**src/rtl/video_pkg.sv**
```systemverilog
// Shared video definitions: mire FSM states, colours and the test-pattern rule.
// Build with MIRE_CHECKER_EN defined for a 16x16 checkerboard instead of the default grid.
package video_pkg;

    typedef enum logic [1:0] {IDLE, WRITE, PAUSE} mire_state_t;

    localparam int          COORD_W = 16;
    localparam logic [23:0] WHITE   = 24'hFFFFFF;
    localparam logic [23:0] BLACK   = 24'h000000;

    function automatic logic pattern_bit(input logic [COORD_W-1:0] x,
                                         input logic [COORD_W-1:0] y);
`ifdef MIRE_CHECKER_EN
        return x[4] ^ y[4];
`else
        return (x[3:0] == 4'd0) || (y[3:0] == 4'd0);
`endif
    endfunction

    // Bus word for one pixel: {pad, R, G, B}
    function automatic logic [31:0] pixel_word(input logic [COORD_W-1:0] x,
                                               input logic [COORD_W-1:0] y);
        return {8'h00, (pattern_bit(x, y) ? WHITE : BLACK)};
    endfunction

endpackage

```
**src/rtl/wshb_if.sv**
```systemverilog
// Wishbone B4 classic bus bundle between a master, the system arbiter and the SDRAM slave.
interface wshb_if #(
    parameter int DW = 32,
    parameter int AW = 32
);
    logic            cyc;
    logic            stb;
    logic            we;
    logic [DW/8-1:0] sel;
    logic [AW-1:0]   adr;
    logic [DW-1:0]   dat_ms;
    logic [DW-1:0]   dat_sm;
    logic            ack;
    logic            err;
    logic            rty;
    logic [2:0]      cti;
    logic [1:0]      bte;

    modport master (
        output cyc, stb, we, sel, adr, dat_ms, cti, bte,
        input  dat_sm, ack, err, rty
    );

    modport slave (
        input  cyc, stb, we, sel, adr, dat_ms, cti, bte,
        output dat_sm, ack, err, rty
    );
endinterface

```
**src/rtl/pix_counter.sv**
```systemverilog
// Raster position counter: x/y plus a running byte address (4 bytes per pixel).
// o_nxt_* give the coordinates that will be current after this clock edge.
module pix_counter
    import video_pkg::*;
#(
    parameter int HDISP = 800,
    parameter int VDISP = 480
) (
    input  logic               i_clk,
    input  logic               i_rst,
    input  logic               i_adv,
    output logic [COORD_W-1:0] o_nxt_x,
    output logic [COORD_W-1:0] o_nxt_y,
    output logic [31:0]        o_adr,
    output logic               o_wrap
);

    logic [COORD_W-1:0] r_x;
    logic [COORD_W-1:0] r_y;
    logic [31:0]        r_adr;
    logic               w_eol;
    logic               w_eof;

    assign w_eol  = (r_x == COORD_W'(HDISP - 1));
    assign w_eof  = w_eol && (r_y == COORD_W'(VDISP - 1));
    assign o_wrap = i_adv && w_eof;
    assign o_adr  = r_adr;

    always_comb begin
        o_nxt_x = r_x;
        o_nxt_y = r_y;
        if (i_adv) begin
            if (w_eol) begin
                o_nxt_x = '0;
                o_nxt_y = w_eof ? '0 : r_y + 1'b1;
            end else begin
                o_nxt_x = r_x + 1'b1;
            end
        end
    end

    // Address tracks the raster linearly, so an increment replaces y*HDISP+x
    always_ff @(posedge i_clk or posedge i_rst) begin
        if (i_rst) begin
            r_x   <= '0;
            r_y   <= '0;
            r_adr <= '0;
        end else begin
            r_x <= o_nxt_x;
            r_y <= o_nxt_y;
            if (i_adv)
                r_adr <= w_eof ? 32'd0 : r_adr + 32'd4;
        end
    end

endmodule

```
**src/rtl/wshb_mire.sv**
```systemverilog
// Wishbone master painting a test pattern into the SDRAM framebuffer, frame after frame,
// releasing the bus for one cycle after every BURST acked writes. Pattern via MIRE_CHECKER_EN.
module wshb_mire
    import video_pkg::*;
#(
    parameter int HDISP = 800,
    parameter int VDISP = 480,
    parameter int BURST = 64
) (
    input  logic   sys_clk,
    input  logic   sys_rst,
    wshb_if.master wshb_ifm,
    output logic   frame_done
);

    localparam int BW = (BURST > 1) ? $clog2(BURST) : 1;

    mire_state_t        r_state;
    mire_state_t        w_state_nxt;
    logic               w_stb_nxt;
    logic               r_stb;
    logic [31:0]        r_dat;
    logic               r_frame_done;
    logic [BW-1:0]      r_burst_cnt;

    logic               w_ack;
    logic               w_tenure_end;
    logic               w_wrap;
    logic [COORD_W-1:0] w_nx;
    logic [COORD_W-1:0] w_ny;
    logic [31:0]        w_adr;

    // Error or retry leaves the pixel in place so the same write is reissued
    assign w_ack        = r_stb & wshb_ifm.ack & ~wshb_ifm.err & ~wshb_ifm.rty;
    assign w_tenure_end = w_ack && (r_burst_cnt == BW'(BURST - 1));

    pix_counter #(
        .HDISP (HDISP),
        .VDISP (VDISP)
    ) u_pix (
        .i_clk   (sys_clk),
        .i_rst   (sys_rst),
        .i_adv   (w_ack),
        .o_nxt_x (w_nx),
        .o_nxt_y (w_ny),
        .o_adr   (w_adr),
        .o_wrap  (w_wrap)
    );

    always_comb begin
        w_state_nxt = r_state;
        w_stb_nxt   = 1'b0;
        unique case (r_state)
            IDLE:    w_state_nxt = WRITE;
            WRITE:   if (w_tenure_end) w_state_nxt = PAUSE;
            PAUSE:   w_state_nxt = WRITE;
            default: w_state_nxt = IDLE;
        endcase
        // Strobe is a register fed from the next state; the first WRITE cycle after
        // IDLE raises it, which places the first request on the second edge out of reset.
        w_stb_nxt = (r_state != IDLE) && (w_state_nxt == WRITE);
    end

    always_ff @(posedge sys_clk or posedge sys_rst) begin
        if (sys_rst) begin
            r_state      <= IDLE;
            r_stb        <= 1'b0;
            r_dat        <= pixel_word('0, '0);
            r_frame_done <= 1'b0;
            r_burst_cnt  <= '0;
        end else begin
            r_state      <= w_state_nxt;
            r_stb        <= w_stb_nxt;
            r_frame_done <= w_wrap;
            if (w_ack)
                r_dat <= pixel_word(w_nx, w_ny);
            if (r_state == PAUSE)
                r_burst_cnt <= '0;
            else if (w_ack)
                r_burst_cnt <= r_burst_cnt + 1'b1;
        end
    end

    assign wshb_ifm.cyc    = r_stb;
    assign wshb_ifm.stb    = r_stb;
    assign wshb_ifm.we     = 1'b1;
    assign wshb_ifm.sel    = 4'hF;
    assign wshb_ifm.cti    = 3'b000;
    assign wshb_ifm.bte    = 2'b00;
    assign wshb_ifm.adr    = w_adr;
    assign wshb_ifm.dat_ms = r_dat;
    assign frame_done      = r_frame_done;

endmodule

```
**src/flat_wrapper.sv**
```systemverilog
// flat-port wrapper written by rule: the top's interface ports become plain ports
module wshb_mire_flat import video_pkg::*;
#(
    parameter int HDISP = 800,
    parameter int VDISP = 480,
    parameter int BURST = 64
)
  (sys_clk, sys_rst, frame_done, wshb_ifm_cyc, wshb_ifm_stb, wshb_ifm_we, wshb_ifm_sel, wshb_ifm_adr, wshb_ifm_dat_ms, wshb_ifm_cti, wshb_ifm_bte, wshb_ifm_dat_sm, wshb_ifm_ack, wshb_ifm_err, wshb_ifm_rty);
  wshb_if wshb_ifm_i ();
  input  logic sys_clk;
  input  logic sys_rst;
  output logic frame_done;
  output wire logic [$bits(wshb_ifm_i.cyc)-1:0] wshb_ifm_cyc;
  output wire logic [$bits(wshb_ifm_i.stb)-1:0] wshb_ifm_stb;
  output wire logic [$bits(wshb_ifm_i.we)-1:0] wshb_ifm_we;
  output wire logic [$bits(wshb_ifm_i.sel)-1:0] wshb_ifm_sel;
  output wire logic [$bits(wshb_ifm_i.adr)-1:0] wshb_ifm_adr;
  output wire logic [$bits(wshb_ifm_i.dat_ms)-1:0] wshb_ifm_dat_ms;
  output wire logic [$bits(wshb_ifm_i.cti)-1:0] wshb_ifm_cti;
  output wire logic [$bits(wshb_ifm_i.bte)-1:0] wshb_ifm_bte;
  input wire logic [$bits(wshb_ifm_i.dat_sm)-1:0] wshb_ifm_dat_sm;
  input wire logic [$bits(wshb_ifm_i.ack)-1:0] wshb_ifm_ack;
  input wire logic [$bits(wshb_ifm_i.err)-1:0] wshb_ifm_err;
  input wire logic [$bits(wshb_ifm_i.rty)-1:0] wshb_ifm_rty;
  assign wshb_ifm_cyc = wshb_ifm_i.cyc;
  assign wshb_ifm_stb = wshb_ifm_i.stb;
  assign wshb_ifm_we = wshb_ifm_i.we;
  assign wshb_ifm_sel = wshb_ifm_i.sel;
  assign wshb_ifm_adr = wshb_ifm_i.adr;
  assign wshb_ifm_dat_ms = wshb_ifm_i.dat_ms;
  assign wshb_ifm_cti = wshb_ifm_i.cti;
  assign wshb_ifm_bte = wshb_ifm_i.bte;
  assign wshb_ifm_i.dat_sm = wshb_ifm_dat_sm;
  assign wshb_ifm_i.ack = wshb_ifm_ack;
  assign wshb_ifm_i.err = wshb_ifm_err;
  assign wshb_ifm_i.rty = wshb_ifm_rty;
  wshb_mire #(.HDISP(HDISP), .VDISP(VDISP), .BURST(BURST)) u_core (.sys_clk(sys_clk), .sys_rst(sys_rst), .wshb_ifm(wshb_ifm_i), .frame_done(frame_done));
endmodule
```
**config.mk**
```make
export PLATFORM = sky130hd
export DESIGN_NAME = wshb_mire_flat
export DESIGN_NICKNAME = d
export VERILOG_FILES = /design/src/rtl/video_pkg.sv /design/src/rtl/wshb_if.sv /design/src/rtl/pix_counter.sv /design/src/rtl/wshb_mire.sv /design/src/flat_wrapper.sv
export SDC_FILE = /design/constraint.sdc
export NUM_CORES = 1
export LEC_CHECK = 0
export CORE_UTILIZATION = 48
export DETAILED_ROUTE_END_ITERATION = 10
export GPL_ROUTABILITY_DRIVEN = 0
export MAX_ROUTING_LAYER = met4
export PLACE_DENSITY_LB_ADDON = 0.05
export SYNTH_ARGS = -nofsm -noshare
export SYNTH_HDL_FRONTEND = slang
export SYNTH_SLANG_ARGS = --single-unit
```
**constraint.sdc**
```tcl
create_clock -name sys_clk -period 2.9 [get_ports sys_clk]
set_input_delay 0.58 -clock sys_clk [delete_from_list [all_inputs] [get_ports sys_clk]]
set_output_delay 0.58 -clock sys_clk [all_outputs]
set_load 0.005 [all_outputs]
```
==> results.json, run 1 <==
{
  "htree_num_levels": 3,
  "synth-edff-count": 0,
  "insertion_delay_ps": 340,
  "hpwlAfterDp_um": 5160,
  "vias": 2678,
  "r2r_slack_ps": 710,
  "peakVddDrop_v": 0.000414,
  "syn_inst": 388,
  "synthTopCellsByArea": "dfrtp_1 (47%), xor2_1 (8.7%), buf_4 (8.6%)",
  "area_delta_synth_final_pct": 20.7,
  "core_um2": 7730,
  "vias_per_cell": 4.91,
  "power_mw": 2.37,
  "grt_first_pass_wirelength_um": 11900,
  "cts_tree": "done",
  "synth_top_cell_area_share_pct": 46.9,
  "port_buffers": 61,
  "worstHoldPathType": "flip-flop to flip-flop",
  "drive_above_1_share_pct": 9.26,
  "clock-root-buffer": "clkbuf_8",
  "setup_viol": 0,
  "wl_met2_um": 3350,
  "die_x_um": 91.5,
  "ys.flop_type": "dfrtp_1",
  "p_per_area_nw_per_um2": 510,
  "synth_cell_type_count": 43,
  "slew_headroom_pct": 65.0,
  "ys_seq_elements": 73,
  "hold_violations": 0,
  "met3_length_um": 183,
  "start_kind": "primary input",
  "drt-met1-wl_um": 3480,
  "tns_ps": 0,
  "start_util_pct": 49.8,
  "maxCapViolCount": 0,
  "die_h_um": 91.5,
  "drt_iter0_markers": 148,
  "fmax_ghz": 0.436,
  "final_antenna_net_count": 0,
  "yosys_warnings": 0,
  "avgSynthCellArea_um2": 9.91,
  "die-area_um2": 8370,
  "topRoutingLayerUsed": "met4",
  "power.leakage_nw": 2.12,
  "worstSetupEndpointType": "flip-flop",
  "grt_pass1_vias": 2462,
  "rsz0062_at_grt": "false",
  "grt_usage_pct": 18.4,
  "cp.required_ps": 3150,
  "nFillCells": 655,
  "cts_buffers": 9,
  "yosys.area.top_type": "dfrtp_1",
  "clk_pin_slew_ps": 70,
  "postCtsSetupBuffers": 0,
  "drc": 0,
  "syn-cell-area_um2": 3840,
  "worstSetupPathType": "primary input to flip-flop",
  "ys_async_sr_fraction_pct": 100,
  "wire_per_inst_um": 13.0,
  "row_count": 32,
  "slew_violations": 0,
  "worstMarginPinSlew_ps": 524,
  "diodes": 0,
  "firstDrtPassIters": 4,
  "cp_max_fo": 7,
  "fin_crit_sh_pct": 79.1,
  "nets": 479,
  "finClkSkew_ps": 14.3,
  "timing.hold.ws_ps": 459,
  "yosysSeqAreaShare_pct": 47.5,
  "cp_data_arrival_time_ps": 2540,
  "cts_hold_buf": 0,
  "cts_resized": 0,
  "grt-ovfl-total": 0,
  "clk_path_buf_depth": 2,
  "clock_sinks": 73,
  "routed_wl_um": 7100,
  "fin_crit_ps": 2290,
  "num_io_pins": 114,
  "grt_max_degree": 45,
  "status": "finished, final reports clean",
  "antenna_found_initial": 0
}
layout make-up:
type / instances / area [um2] / area share, %
clock buffers: 12 / 155 / 3.34
clock inverters: 4 / 98.8 / 2.13
inverters: 3 / 11.3 / 0.243
multi-input cells: 280 / 1720 / 37.1
flip-flops and latches: 73 / 1830 / 39.4
well taps: 102 / 128 / 2.75
repair buffers: 71 / 698 / 15.0
flip-flops by register name, indices dropped and copies added, names as in the netlist:
signal                  flops
u_core.u_pix.o_adr         30
u_core.u_pix.r_x           16
u_core.u_pix.r_y           16
u_core.r_burst_cnt          6
u_core.r_state              2
u_core.frame_done           1
u_core.wshb_ifm.cyc         1
u_core.wshb_ifm.dat_ms      1
power breakdown:
| part | total (mW) | switching [mW] | internal, mW |
|---|---|---|---|
| clock network | 0.983 | 0.362 | 0.621 |
| logic | 0.222 | 0.109 | 0.113 |
| registers | 1.16 | 0.0754 | 1.09 |
| total | 2.37 | 0.546 | 1.82 |
metrics by stage:
step           utilization (%)  instances  instance area, um2  worst slack, ps
2_1_floorplan                -        406                3910              468
3_3_place_gp              56.8        529                4390              260
3_5_place_dp              56.8        529                4390              251
4_1_cts                   60.1        545                4640              606
5_1_grt                   60.1        545                4640              447
6_report                  60.1        545                4640              606
final timing paths:
| check | from | to | cells after the start |
|---|---|---|---|
| min in group asynchronous | sys_rst | u_core.u_pix.r_y[11] | 2 |
| hold / removal | u_core.r_state[1] | u_core.r_state[1] | 1 |
| hold reg to reg | u_core.r_state[1] | u_core.r_state[1] | 1 |
| setup / recovery | wshb_ifm_err | u_core.wshb_ifm.dat_ms[22] | 8 |
| max in group asynchronous | sys_rst | u_core.u_pix.r_x[15] | 3 |
| setup reg to reg | u_core.u_pix.r_y[0] | u_core.wshb_ifm.dat_ms[22] | 7 |
cells in the final DEF (no fill, tap or decap), drive strengths merged, types with 3 or more instances in the layout:
cell,instances
dfrtp,72
ha,4
nand2,38
clkbuf,12
xnor2,21
nor3,8
a21oi,4
and4,4
nand3,21
bufinv,3
inv,3
nand4,16
nor2,56
buf,10
o21ai,10
xor2,38
clkdlybuf4s50,61
and3,12
conb,20
nor4,7
synthesized netlist by cell type, types with 2 or more instances:
library cell / instances
dfrtp_1: 72
nand2b_1: 2
clkbuf_1: 4
inv_1: 3
o31ai_1: 2
nor2_1: 54
a31oi_1: 2
ha_1: 4
a21oi_1: 4
xnor2_1: 21
or3_1: 2
xor2_1: 38
nor4_4: 2
nand4_1: 15
o21ai_1: 2
conb_1: 2
and4_1: 4
nand3_1: 20
and4bb_2: 2
nand2_1: 38
nor4_1: 4
buf_4: 44
nor3_1: 8
nor2b_1: 2
o21ai_0: 8
and3_1: 12
logic make-up after synthesis:
family / after synthesis / share of synthesized area (%)
xor+xnor: 59 / 13.4
simple gates: 176 / 24.8
other cells: 2 / 0.195
compound gates: 20 / 2.96
mux: 1 / 0.293
buf+inv: 53 / 9.50
fa+ha+maj: 4 / 1.30
flops: 73 / 47.5
worst max-delay path: stages:
cell             delay, ps
clkdlybuf4s50_1        410
nand4bb_4              290
or2_4                  330
nor2_4                 160
buf_4                  150
mux2_2                 320
o311ai_0               140
a31oi_1                150
per-layer routing:
| layer | GRT usage [%] | vias up |
|---|---|---|
| li1 | - | 1342 |
| met1 | 24.1 | 1283 |
| met2 | 28.4 | 44 |
| met3 | 4.02 | 9 |
| met4 | 5.95 | 0 |
| met5 | - | - |
No activity file was read; power rests on OpenSTA's default activity.
==> run 2, diff against run 1 <==
--- a/config.mk
+++ b/config.mk
@@ -5,7 +5,7 @@
 export SDC_FILE = /design/constraint.sdc
 export NUM_CORES = 1
 export LEC_CHECK = 0
-export CORE_UTILIZATION = 48
+export CORE_UTILIZATION = 43
 export DETAILED_ROUTE_END_ITERATION = 10
 export GPL_ROUTABILITY_DRIVEN = 0
 export MAX_ROUTING_LAYER = met4
==> constraint.sdc (replaced) <==
create_clock -name sys_clk -period 2 [get_ports sys_clk]
set_input_delay 0.4 -clock sys_clk [delete_from_list [all_inputs] [get_ports sys_clk]]
set_output_delay 0.4 -clock sys_clk [all_outputs]
set_load 0.005 [all_outputs]
==> run 2 against run 1 <==
  * Hold slack worse by 8.9 ps
  * Total power up 35%
  * Die area up 11%
  * Sequential share of layout area down 3.4 points
  * Final cell count up 12%
  * First-iteration DRC count down 50%
  * Critical endpoint unchanged
==> results.json, run 2 (same netlist as run 1, synthesis figures left out) <==
{
  "status": "finished, final reports clean",
  "die_x_um": 96.6,
  "core_um2": 8680,
  "p_int_mw": 2.39,
  "power_mw": 3.20,
  "clock_sinks": 73,
  "worstSetupPathType": "primary input to flip-flop",
  "port_buffers": 61,
  "p_clk_share_pct": 35.3,
  "cp_max_fo": 7,
  "row_count": 34,
  "start_util_pct": 44.3,
  "nets": 538,
  "cp_data_arrival_time_ps": 2240,
  "routed_wl_um": 7820,
  "vias_per_cell": 4.84,
  "vias": 2951,
  "finClkSkew_ps": 7.99,
  "slew_violations": 0,
  "met3_length_um": 280,
  "final_antenna_net_count": 0,
  "p_per_area_nw_per_um2": 630,
  "clk_pin_slew_ps": 70,
  "drt_iter0_markers": 74,
  "tns_ps": 0,
  "hpwlAfterDp_um": 5540,
  "diodes": 0,
  "grt_first_pass_wirelength_um": 12800,
  "rsz0062_at_grt": "true",
  "drive_above_1_share_pct": 20.9,
  "drc": 0,
  "hold_violations": 0,
  "setup_viol": 0,
  "worstHoldPathType": "flip-flop to flip-flop",
  "clk_path_buf_depth": 2,
  "largest_reg_flops": 30,
  "htree_num_levels": 3,
  "topRoutingLayerUsed": "met4",
  "power.share.sequential_pct": 52.6,
  "power.leakage_nw": 2.35,
  "switching_share_pct": 25.4,
  "grt_usage_pct": 18.6,
  "cts_buffers": 9,
  "die_h_um": 96.6,
  "grt-ovfl-total": 0,
  "post-route-util_pct": 58.6,
  "clock-root-buffer": "clkbuf_8",
  "fin_crit_ps": 1960,
  "antenna_found_initial": 0,
  "peakVddDrop_v": 0.000495,
  "wl_met2_um": 3880,
  "final_cell_mix": "dfrtp_1 (72), buf_4 (64), nor2_1 (51)",
  "wire_per_inst_um": 12.8,
  "worstSetupEndpointType": "flip-flop",
  "fmax_ghz": 0.510,
  "cts_tree": "done",
  "maxCapViolCount": 0,
  "firstDrtPassIters": 4,
  "fin_cells": 610,
  "drt-met1-wl_um": 3590,
  "post-place-cells": 586,
  "insertion_delay_ps": 340,
  "cts_hold_buf": 0,
  "power.switching_uw": 815,
  "grt_max_degree": 74,
  "final_common_cell": "dfrtp_1",
  "fin_crit_sh_pct": 98.0,
  "num_io_pins": 114,
  "p_comb_share_pct": 12.1,
  "start_kind": "primary input",
  "area_delta_synth_final_pct": 32.2,
  "grt_pass1_vias": 2815,
  "die-area_um2": 9320,
  "cp.required_ps": 2280
}
-- run 2: what timing repair did --
| action | 4_1_cts | 5_1_grt |
|---|---|---|
| endpoints found under the hold margin | 0 | 0 |
| gates resized for setup | 27 | 11 |
| setup buffers | 3 | 5 |
| endpoints found under the setup margin | 37 | 22 |
| pin swaps | 2 | 5 |
-- run 2: per-layer routing --
layer	GRT usage, %	up-vias
met5	-	-
met4	6.50	0
met3	4.93	7
met2	30.3	52
met1	22.4	1428
li1	-	1464
-- run 2: worst max-delay path, stage by stage --
cell and delay, ps:
clkdlybuf4s50_1 420, and4bb_4 420, buf_6 120, nand2_1 60, xnor2_1 140, or4_1 530, a31oi_1 140
-- run 2: per-stage QoR --
stage,hold WS [ps],area (um2),setup slack (ps)
2_1_floorplan,416,3920,111
3_3_place_gp,439,4790,-412
3_5_place_dp,445,4790,-445
4_1_cts,453,5000,-32.3
5_1_grt,487,5080,-52.0
6_report,450,5080,39.9
-- run 2: area by class of cell --
class,count,area [um2]
clock buffers,13,149
clock inverters,3,40.0
fillers,815,3590
inverters,3,15.0
multi-input cells,280,1760
flip-flops and latches,73,1830
well taps,108,135
repair buffers,130,1150
-- run 2: path summary, 6_finish.rpt --
path / cells past startpoint / endpoint / startpoint / slack, ps
setup / recovery: 7 / u_core.wshb_ifm.dat_ms[22] / wshb_ifm_rty / 40
hold / removal: 1 / u_core.r_state[1] / u_core.r_state[1] / 450
setup reg to reg: 6 / u_core.wshb_ifm.dat_ms[22] / u_core.u_pix.r_x[13] / 80
hold reg to reg: 1 / u_core.r_state[1] / u_core.r_state[1] / 450
max in group asynchronous: 3 / u_core.wshb_ifm.dat_ms[22] / sys_rst / 1160
min in group asynchronous: 3 / u_core.u_pix.o_adr[23] / sys_rst / 500
-- run 2: power by group through the flow --
stage / combinational (mW) / sequential [mW] / clock, mW
finish: 0.387 / 1.69 / 1.13
global route: 0.441 / 1.70 / 1.22
CTS: 0.391 / 1.68 / 1.16
detailed placement: 0.386 / 1.71 / 0
global placement: 0.372 / 1.71 / 0
floorplan: 0.229 / 1.69 / 0
==> run 3, diff against run 2 <==
--- a/config.mk
+++ b/config.mk
@@ -5,11 +5,11 @@
 export SDC_FILE = /design/constraint.sdc
 export NUM_CORES = 1
 export LEC_CHECK = 0
-export CORE_UTILIZATION = 43
+export CORE_UTILIZATION = 50
 export DETAILED_ROUTE_END_ITERATION = 10
 export GPL_ROUTABILITY_DRIVEN = 0
 export MAX_ROUTING_LAYER = met4
-export PLACE_DENSITY_LB_ADDON = 0.05
+export PLACE_DENSITY_LB_ADDON = 0.3
 export SYNTH_ARGS = -nofsm -noshare
 export SYNTH_HDL_FRONTEND = slang
 export SYNTH_SLANG_ARGS = --single-unit
==> constraint.sdc (replaced) <==
create_clock -name sys_clk -period 2.4 [get_ports sys_clk]
set_input_delay 0.48 -clock sys_clk [delete_from_list [all_inputs] [get_ports sys_clk]]
set_output_delay 0.48 -clock sys_clk [all_outputs]
set_load 0.005 [all_outputs]
==> run 3 against run 2 <==
  * Die area decreased by 14%
  * Total power decreased by 11%
  * Hold slack improved by 3.0 ps
  * Combinational power decreased by 28%
  * Critical endpoint is now wshb_ifm_dat_ms[12]
==> results.json, run 3 (same netlist as run 1, synthesis figures left out) <==
{
  "final_cell_mix": "dfrtp_1 (72), clkdlybuf4s50_1 (61), nor2_1 (53)",
  "vias_per_cell": 5.02,
  "antenna_found_initial": 0,
  "worstSetupEndpointType": "output port",
  "drive_above_1_share_pct": 11.6,
  "start_util_pct": 52.4,
  "htree_num_levels": 3,
  "final_common_cell": "dfrtp_1",
  "slowest_stage": "dfstp_2",
  "post-route-util_pct": 64.5,
  "clk_path_buf_depth": 2,
  "grt_pass1_vias": 2573,
  "num_io_pins": 114,
  "fmax_ghz": 0.463,
  "fin_crit_sh_pct": 90.1,
  "fin_crit_ps": 2160,
  "hpwlAfterDp_um": 5050,
  "peakVddDrop_v": 0.000418,
  "area_delta_synth_final_pct": 23.0,
  "setup_slack_ps": 238,
  "nets": 491,
  "p_per_area_nw_per_um2": 600,
  "firstDrtPassIters": 4,
  "clock_sinks": 73,
  "dp_slack_ps": -73.3,
  "worstHoldPathType": "flip-flop to flip-flop",
  "nFillCells": 576,
  "power.leakage_nw": 2.17,
  "die-area_um2": 8040,
  "insertion_delay_ps": 330,
  "cts_tree": "done",
  "grt-ovfl-total": 0,
  "grt_usage_pct": 20.2,
  "multi_input_comb_area_um2": 1720,
  "diodes": 0,
  "cts_resized": 0,
  "clock-root-buffer": "clkbuf_8",
  "row_count": 31,
  "maxCapViolCount": 0,
  "cp_data_arrival_time_ps": 1680,
  "postCtsSetupBuffers": 0,
  "die_h_um": 89.7,
  "cts_hold_buf": 0,
  "final_antenna_net_count": 0,
  "setup_viol": 0,
  "drc": 0,
  "grt_max_degree": 74,
  "cp_max_fo": 25,
  "clk_pin_slew_ps": 70,
  "cp.required_ps": 1920,
  "port_buffers": 61,
  "cp_cell_sequence": "clkdlybuf4s50_1",
  "vias": 2782,
  "core_um2": 7330,
  "largest_reg_flops": 30,
  "cts_buffers": 9,
  "grt_first_pass_wirelength_um": 12000,
  "drt_iter0_markers": 127,
  "hold_violations": 0,
  "slowest_delay_ps": 750,
  "slew_violations": 0,
  "rsz0062_at_grt": "false",
  "critPathTopFamily": "flip-flops",
  "critPathBufInv": 1,
  "wire_per_inst_um": 12.9,
  "finClkSkew_ps": 3.76,
  "die_x_um": 89.7,
  "routed_wl_um": 7130,
  "regArea_um2": 1830,
  "worstSetupPathType": "flip-flop to output port",
  "status": "finished, final reports clean",
  "start_kind": "flip-flop"
}
run 3: cell count changes in the layout (fill, tap and decap cells not counted), sizes merged:
cell / before / now
buf: 69 / 22
clkdlybuf4s50: 36 / 61
dlygate4sd2: 23 / 0
bufinv: 1 / 3
clkbuf: 13 / 11
dlymetal6s2s: 2 / 0
clkinv: 2 / 1
inv: 2 / 3
run 3: worst reg2reg max path: cells and delay by family, from the launching register on:
family,cells,cell delay [ps]
flip-flops,1,420
AO/OA/AOI/OAI,3,620
adder cells (fa/ha/maj),1,250
AND/OR/NAND/NOR,3,810
run 3: where the power goes:
group          internal (mW)  total, mW  switching [mW]
logic                  0.143      0.279           0.136
registers               1.31       1.41          0.0934
clock network          0.718       1.15           0.435
run 3: path summary, 6_finish.rpt:
check                                           start  cells after the start  slack [ps]                    endpoint
hold / removal                      u_core.r_state[1]                      1         450           u_core.r_state[1]
setup reg to reg                  u_core.u_pix.r_y[0]                      7         240  u_core.wshb_ifm.dat_ms[22]
hold reg to reg                     u_core.r_state[1]                      1         450           u_core.r_state[1]
setup / recovery           u_core.wshb_ifm.dat_ms[22]                      1         240         wshb_ifm_dat_ms[12]
min in group asynchronous                     sys_rst                      3         550        u_core.u_pix.r_x[15]
max in group asynchronous                     sys_rst                      3        1530  u_core.wshb_ifm.dat_ms[22]
run 3: final cells by class:
type | instances | area share [%]
Sequential cell | 73 | 38.7
Multi-Input combinational cell | 280 | 36.4
Timing Repair Buffer | 83 | 16.9
Clock buffer | 11 | 2.99
Tap cell | 99 | 2.62
Clock inverter | 5 | 2.17
Inverter | 3 | 0.238
run 3: routing by layer:
layer	vias to the layer above	part of all wire, %	GRT usage (%)	routed length, um
li1	1379	-	-	-
met2	44	49	31.1	3530
met4	0	1.3	7.94	91
met5	-	0	-	0
met1	1346	47	26.4	3340
met3	13	2.4	3.93	174
run 3: metrics by stage:
stage	power [mW]	hold slack (ps)	instances	area, um2	setup TNS, ps
4_1_cts	2.88	452	554	4730	0
2_1_floorplan	1.60	416	406	3910	0
6_report	2.84	453	554	4730	0
3_5_place_dp	1.71	443	538	4490	-409
3_3_place_gp	1.69	431	538	4490	-112
5_1_grt	2.97	480	554	4730	0
